### src/rtl/sample_uart_tx.sv
// Sample RAM readout over UART 8N1: header byte, then each sample as a high byte and a low byte.
// A byte FSM fetches samples from a registered RAM and feeds a single-frame bit engine.
module sample_uart_tx #(
  parameter int unsigned CLKS_PER_BIT = 434,
  parameter int unsigned ADDR_WIDTH   = 9,
  parameter int unsigned DATA_WIDTH   = 12,
  parameter int unsigned DEPTH        = 512,
  parameter logic [7:0]  HEADER_BYTE  = 8'hA5
) (
  input  logic                  i_clk,
  input  logic                  i_rst,
  input  logic                  i_tx_en,
  output logic                  o_tx_ready,
  output logic [ADDR_WIDTH-1:0] o_read_address,
  input  logic [DATA_WIDTH-1:0] i_read_data,
  output logic                  o_uart_tx,
  output logic                  o_done
);

  localparam int unsigned CntW = $clog2(CLKS_PER_BIT);
  localparam logic [CntW-1:0] BitLast = CntW'(CLKS_PER_BIT - 1);
  localparam logic [ADDR_WIDTH-1:0] SampleLast = ADDR_WIDTH'(DEPTH - 1);

  typedef enum logic [2:0] {
    StIdle,
    StHeader,
    StFetch,
    StWaitData,
    StSendHi,
    StSendLo,
    StDone
  } state_e;

  state_e                  state_q, state_d;
  logic [ADDR_WIDTH-1:0]   cnt_q, cnt_d;
  logic [ADDR_WIDTH-1:0]   addr_q, addr_d;
  logic [DATA_WIDTH-1:0]   sample_q, sample_d;

  logic                    busy_q, busy_d;
  logic                    tx_q, tx_d;
  logic [3:0]              bit_idx_q, bit_idx_d;
  logic [CntW-1:0]         clk_cnt_q, clk_cnt_d;
  logic [7:0]              byte_q, byte_d;

  logic                    load;
  logic [7:0]              load_byte;
  logic                    bit_done;
  logic [DATA_WIDTH-1:0]   byte_src;
  logic [15:0]             byte_src_ext;

  // High byte comes straight from the RAM in WAIT_DATA; low byte from the latch afterwards.
  assign byte_src     = (state_q == StWaitData) ? i_read_data : sample_q;
  assign byte_src_ext = 16'(byte_src);

  assign bit_done = busy_q && (bit_idx_q == 4'd9) && (clk_cnt_q == BitLast);

  always_comb begin
    state_d   = state_q;
    cnt_d     = cnt_q;
    addr_d    = addr_q;
    sample_d  = sample_q;
    load      = 1'b0;
    load_byte = 8'h00;
    unique case (state_q)
      StIdle: begin
        if (i_tx_en) begin
          load      = 1'b1;
          load_byte = HEADER_BYTE;
          cnt_d     = '0;
          addr_d    = '0;
          state_d   = StHeader;
        end
      end
      StHeader: begin
        if (bit_done) begin
          addr_d  = cnt_q;
          state_d = StFetch;
        end
      end
      StFetch: state_d = StWaitData;
      StWaitData: begin
        sample_d  = i_read_data;
        load      = 1'b1;
        load_byte = byte_src_ext[15:8];
        state_d   = StSendHi;
      end
      StSendHi: begin
        if (bit_done) begin
          load      = 1'b1;
          load_byte = byte_src_ext[7:0];
          state_d   = StSendLo;
        end
      end
      StSendLo: begin
        if (bit_done) begin
          // Terminate on the compare so a full-range DEPTH never wraps the address.
          if (cnt_q == SampleLast) begin
            state_d = StDone;
          end else begin
            cnt_d   = cnt_q + 1'b1;
            addr_d  = cnt_q + 1'b1;
            state_d = StFetch;
          end
        end
      end
      StDone:  state_d = StIdle;
      default: state_d = StIdle;
    endcase
  end

  // Bit engine: a load always wins, so a frame can start in the done cycle of the previous one.
  always_comb begin
    busy_d    = busy_q;
    tx_d      = tx_q;
    bit_idx_d = bit_idx_q;
    clk_cnt_d = clk_cnt_q;
    byte_d    = byte_q;
    if (load) begin
      busy_d    = 1'b1;
      tx_d      = 1'b0;
      bit_idx_d = 4'd0;
      clk_cnt_d = '0;
      byte_d    = load_byte;
    end else if (busy_q) begin
      if (clk_cnt_q == BitLast) begin
        clk_cnt_d = '0;
        if (bit_idx_q == 4'd9) begin
          busy_d = 1'b0;
          tx_d   = 1'b1;
        end else begin
          bit_idx_d = bit_idx_q + 4'd1;
          tx_d      = (bit_idx_q == 4'd8) ? 1'b1 : byte_q[bit_idx_q[2:0]];
        end
      end else begin
        clk_cnt_d = clk_cnt_q + 1'b1;
      end
    end
  end

  always_ff @(posedge i_clk) begin
    if (i_rst) begin
      state_q   <= StIdle;
      cnt_q     <= '0;
      addr_q    <= '0;
      sample_q  <= '0;
      busy_q    <= 1'b0;
      tx_q      <= 1'b1;
      bit_idx_q <= 4'd0;
      clk_cnt_q <= '0;
      byte_q    <= 8'h00;
    end else begin
      state_q   <= state_d;
      cnt_q     <= cnt_d;
      addr_q    <= addr_d;
      sample_q  <= sample_d;
      busy_q    <= busy_d;
      tx_q      <= tx_d;
      bit_idx_q <= bit_idx_d;
      clk_cnt_q <= clk_cnt_d;
      byte_q    <= byte_d;
    end
  end

  assign o_tx_ready     = (state_q == StIdle);
  assign o_done         = (state_q == StDone);
  assign o_read_address = addr_q;
  assign o_uart_tx      = tx_q;

endmodule

### config.mk
export PLATFORM = sky130hd
export DESIGN_NAME = sample_uart_tx
export DESIGN_NICKNAME = d
export VERILOG_FILES = /design/src/rtl/sample_uart_tx.sv
export SDC_FILE = /design/constraint.sdc
export NUM_CORES = 1
export LEC_CHECK = 0
export ABC_AREA = 1
export CAP_MARGIN = 20
export CORE_MARGIN = 3
export CORE_UTILIZATION = 40
export DETAILED_ROUTE_END_ITERATION = 8
export PLACE_DENSITY = 0.69
export REMOVE_ABC_BUFFERS = 1
export SYNTH_ARGS = -nofsm -noshare
export SYNTH_HDL_FRONTEND = slang
export SYNTH_SLANG_ARGS = --single-unit
### constraint.sdc
create_clock -name i_clk -period 2.5 [get_ports i_clk]
set_clock_uncertainty 0.15 [all_clocks]
set_input_delay 0.5 -clock i_clk [delete_from_list [all_inputs] [get_ports i_clk]]
set_output_delay 0.5 -clock i_clk [all_outputs]
set_load 0.05 [all_outputs]
=== Word level (Yosys, flattened, before mapping) ===
Cells that the tools add are included.

* $add $sub $neg: 3
* Magnitude comparators: 1
* Equality and inequality tests: 15
* Muxes and demuxes: 31
* Bitwise gates (word level): 1
* Reduce and logical (&&, ||, !) cells: 13

{| class="wikitable"
|+ Operator list
! cell !! number
|-
| $mux 9 || 5
|-
| $pmux 9 s3 || 1
|-
| $pmux 8 s3 || 1
|-
| $add 9x1->9 const B || 2
|-
| $eq 9x9->1 const B || 2
|-
| $pmux 3 s6 || 1
|-
| $pmux 9 s2 || 1
|-
| $mux 8 || 2
|-
| $mux 3 || 5
|-
| $mux 1 || 12
|-
| $mux 12 || 1
|-
| $ne 2x2->1 const B || 5
|-
| $eq 3x3->1 const B || 3
|-
| $eq 4x4->1 const B || 2
|-
| $reduce_and 4->1 || 2
|-
| $eq 3x2->1 const B || 2
|-
| $reduce_bool 2->1 || 3
|-
| $reduce_and 5->1 || 1
|-
| $add 4x1->4 const B || 1
|-
| $lt 3x4->1 const B || 1
|-
| $bmux 1 s3 || 1
|-
| $eq 3x1->1 const B || 1
|-
| $logic_not 3->1 || 1
|-
| $pmux 1 s3 || 1
|-
| 6 further kinds || 7
|}

* Register bits: 56
* Input bits: 15
* Output and inout bits: 12

=== Longest topological paths before layout ===
* Word-level depth: 7
* Gate-level depth with buffers: 14
* Gate-level depth less buffers: 14

=== Least setup slack after synthesis ===
No wires, ideal clock.

* Kind: register to output
* Start point: register state_q[2]
* End point: output port o_done
* Arrival: 1636 ps
* Required time: 1850 ps
* Slack: 214 ps
* Cell stages (with the launch flop): 3
* Path buffers: 0
* Path through: dfxtp_1 inv_2 nor3_1

* Cells in the longest elaborated chain, start to end: 1

{| class="wikitable"
|+ RTL lines
! element !! line !! text
|-
| from (decl) || 34 || <nowiki>state_e state_q, state_d;</nowiki>
|-
| from (signal assigned) || 142 || <nowiki>state_q <= StIdle;</nowiki>
|-
| from (signal assigned) || 152 || <nowiki>state_q <= state_d;</nowiki>
|-
| $eq 3x3->1 || 165 || <nowiki>assign o_done = (state_q == StDone);</nowiki>
|-
| to (decl) || 17 || <nowiki>output logic o_done</nowiki>
|}

No other way between the ends.

=== Worst setup path in the final report ===
* Start point: register addr_q[4], in the netlist o_read_address[4]
* End point: output port o_read_address[4]

{| class="wikitable"
|+ RTL lines
! element !! line !! text
|-
| from (decl) || 36 || <nowiki>logic [ADDR_WIDTH-1:0] addr_q, addr_d;</nowiki>
|-
| from (signal assigned) || 154 || <nowiki>addr_q <= addr_d;</nowiki>
|-
| to (decl) || 14 || <nowiki>output logic [ADDR_WIDTH-1:0] o_read_address,</nowiki>
|}

No word-level cell between the ends.

==> impl_metrics.yaml <==
outcome:
  outcome: "completed"
power_and_ir_drop:
  ir_drop_uv: 748
  total_power_mw: 2.99
  power_density_nw_per_um2: 928
  p_leak_nw: 1.46
cts:
  root_buffer: "clkbuf_8"
  cts_num_sinks: 52
  cts_setup_buffers: 0
  clock_latency_ns: 0.30
  cts_htree_levels: 2
  cts_max_path_buffers: 2
  numCtsBuffers: 5
  clkSlewWorstSetupHoldPaths_ns: 0.09
  cts_tree: "yes"
placement:
  portBuffers: 26
  place.gp.congestion: 0.866
  dp_cells: 493
  hpwl_mm: 4.25
worst_hold_path:
  worst_hold_path_type: "reg -> reg"
  hold_depth: 2
drt:
  drc: 0
  drt_iter0_drc: 124
  first_pass_iters: 5
  wl_per_cell_um: 11.3
  vias: 2420
  via_per_inst: 4.83
  wl_mm: 5.68
  ant_nets: 0
sta:
  rsz0062_at_grt: "false"
  setup_viol: 0
  timing.final.hold_violations: 0
  finalSetupTns_ns: 0
  holdWs_ns: 0.308
  max_slew_margin_pct: 61.0
  report.final.slew_viol_count: 0
  worstMarginPinSlew_ns: 0.584
  finalCritPeriodShare_pct: 84.7
  fmax_ghz: 0.472
  min_period_ns: 2.12
synth:
  syn_area_um2: 2760
  yosysWarnings: 0
  synth_seq_cells: 52
  synth_xor_area_share_pct: 2.22
  yosys.area_share.simple_pct: 39.0
  syn_inst: 395
  seq_area_frac_synth_pct: 37.7
  synth_cell_types: 35
  muxShareOfSynthArea_pct: 0.726
  synth_top_family_by_area: "simple AND/OR/NAND/NOR gates"
  synthAdderAreaFrac_pct: 3.17
  avgSynthCellArea_um2: 6.98
  synth_compound_area_share_pct: 9.16
worst_setup_path:
  worstSetupEndpointType: "output port"
  critical_path_required_ns: 1.85
  start_kind: "flip-flop"
  crit_cells: 1
  path_cells: "clkdlybuf4s50_1"
  slowest_stage: "clkdlybuf4s50_1"
  worst-path-max-fanout: 2
  slowest_delay_ns: 0.81
  path_class: "reg -> out"
  arrival_ns: 1.47
  r2r_cells: 12
  cp_num_buf_inv: 1
  cp_top_family: "buffers and inverters"
floorplan:
  die_h_um: 89.1
  design.die.area_um2: 7930
  ioPinCount: 27
  core_area_um2: 6530
  rows: 29
  die_x_um: 89.1
  start_util_pct: 42.2
grt:
  overflow: 0
  grt_pass1_vias: 2198
  antenna_found_initial: 0
  grt_pass1_wl_mm: 9.86
  grtUsageTotal_pct: 15.6
  grt_max_degree: 23
final_layout:
  syn_to_final_growth_pct: 16.7
  layout_common_cells: "nand2_1, nor2_1, dfxtp_1"
  nets: 445
  num_antenna_cells: 0
  final_cells: 501
  fillerInstances: 658
  drive_gt1_share_pct: 12.5
  final_common_cell: "nand2_1"
run:
  cap_violations: 0
==> state kept, by name, summed over array words and instances, names as in the netlist <==
| name | count |
|---|---|
| sample_q | 8 |
| cnt_q | 9 |
| bit_idx_q | 4 |
| busy_q | 1 |
| o_read_address | 9 |
| byte_q | 8 |
| state_q | 3 |
| clk_cnt_q | 9 |
| o_uart_tx | 1 |
==> cell families (layout without fill, tap and decap cells) <==
kind of cell / count (synthesis) / count (layout)
DFF: 52 / 52
xor gates and xnor gates: 7 / 7
muxes: 2 / 2
buffers and inverters: 55 / 84
adders and majority gates: 7 / 7
AOI/OAI and AO/OA: 48 / 48
and+or+nand+nor: 224 / 224
==> area by class of cell <==
type | count | area (um^2) | area share (%)
sequential | 52 | 1040 | 32.3
clock inverter | 1 | 30.0 | 0.932
tap | 77 | 96.3 | 2.99
timing repair buffer | 28 | 275 | 8.55
multi-input combinational | 288 | 1500 | 46.5
clock buffer | 7 | 96.3 | 2.99
inverter | 48 | 183 | 5.67
==> metrics by stage <==
| stage | utilization, % | area, um^2 | setup WS (ns) |
|---|---|---|---|
| floorplan | - | 2720 | 0.214 |
| global placement | 47.3 | 3090 | 0.408 |
| detailed placement | 47.3 | 3090 | 0.382 |
| CTS | 49.3 | 3220 | 0.0211 |
| global route | 49.3 | 3220 | 0.122 |
| finish | 49.3 | 3220 | 0.382 |
==> Yosys cell counts <==
| cell type | n | area, um^2 |
|---|---|---|
| buf_4 | 2 | 15.0 |
| nand2_4 | 5 | 56.3 |
| or2_4 | 1 | 8.76 |
| ha_1 | 7 | 87.6 |
| inv_2 | 12 | 45.0 |
| o21ai_2 | 1 | 8.76 |
| o21ai_0 | 23 | 115 |
| nand2_1 | 98 | 368 |
| nor2_2 | 2 | 12.5 |
| nand3_1 | 26 | 130 |
| clkbuf_1 | 3 | 11.3 |
| buf_2 | 2 | 10.0 |
| dfxtp_1 | 52 | 1040 |
| xnor2_1 | 2 | 17.5 |
| and2_1 | 1 | 6.26 |
| clkinv_1 | 1 | 3.75 |
| mux2i_1 | 2 | 20.0 |
| nand4_1 | 3 | 18.8 |
| inv_4 | 1 | 6.26 |
| nor2_4 | 4 | 45.0 |
| nor2_1 | 63 | 236 |
| inv_1 | 34 | 128 |
| o21ai_1 | 5 | 25.0 |
| nor3_2 | 2 | 20.0 |
| xor2_1 | 5 | 43.8 |
| nand4_2 | 2 | 25.0 |
| nand3_2 | 2 | 20.0 |
| o21bai_1 | 2 | 15.0 |
| nor3_1 | 4 | 20.0 |
| a21oi_1 | 16 | 80.1 |
| nor3b_1 | 2 | 15.0 |
| nand2_2 | 6 | 37.5 |
| a21oi_2 | 1 | 8.76 |
| nor2_8 | 2 | 40.0 |
| nand3_4 | 1 | 17.5 |
==> worst paths after layout <==
kind / start / end / slack (ns)
setup reg to reg: cnt_q[0] / o_read_address[6] / 0.38
hold / removal: byte_q[4] / byte_q[4] / 0.31
setup / recovery: o_read_address[4] / o_read_address[4] / 0.38
hold reg to reg: byte_q[4] / byte_q[4] / 0.31
==> power by group <==
part / internal (mW) / total [mW] / switching [mW]
combinational: 0.424 / 1.27 / 0.842
sequential: 0.967 / 1.10 / 0.133
clock: 0.353 / 0.622 / 0.268
==> layer usage <==
layer	global-route usage [%]	vias up	part of all wire, %
met1	22.0	1076	50
met2	24.3	41	45
met5	0	-	0
li1	-	1299	-
met4	4.33	0	0.81
met3	3.32	4	3.7
==> worst min-delay path, stage by stage, from the launching register on <==
cell and delay (ns):
dfxtp_1 0.32, nand2_1 0.06, nand2_1 0.04
==> repair_timing <==
item	in CTS	in global routing
resized for setup	0	1
hold buffers	0	0
endpoints found under the setup margin	0	1
Note: power is estimated with default switching activity, not from simulation.
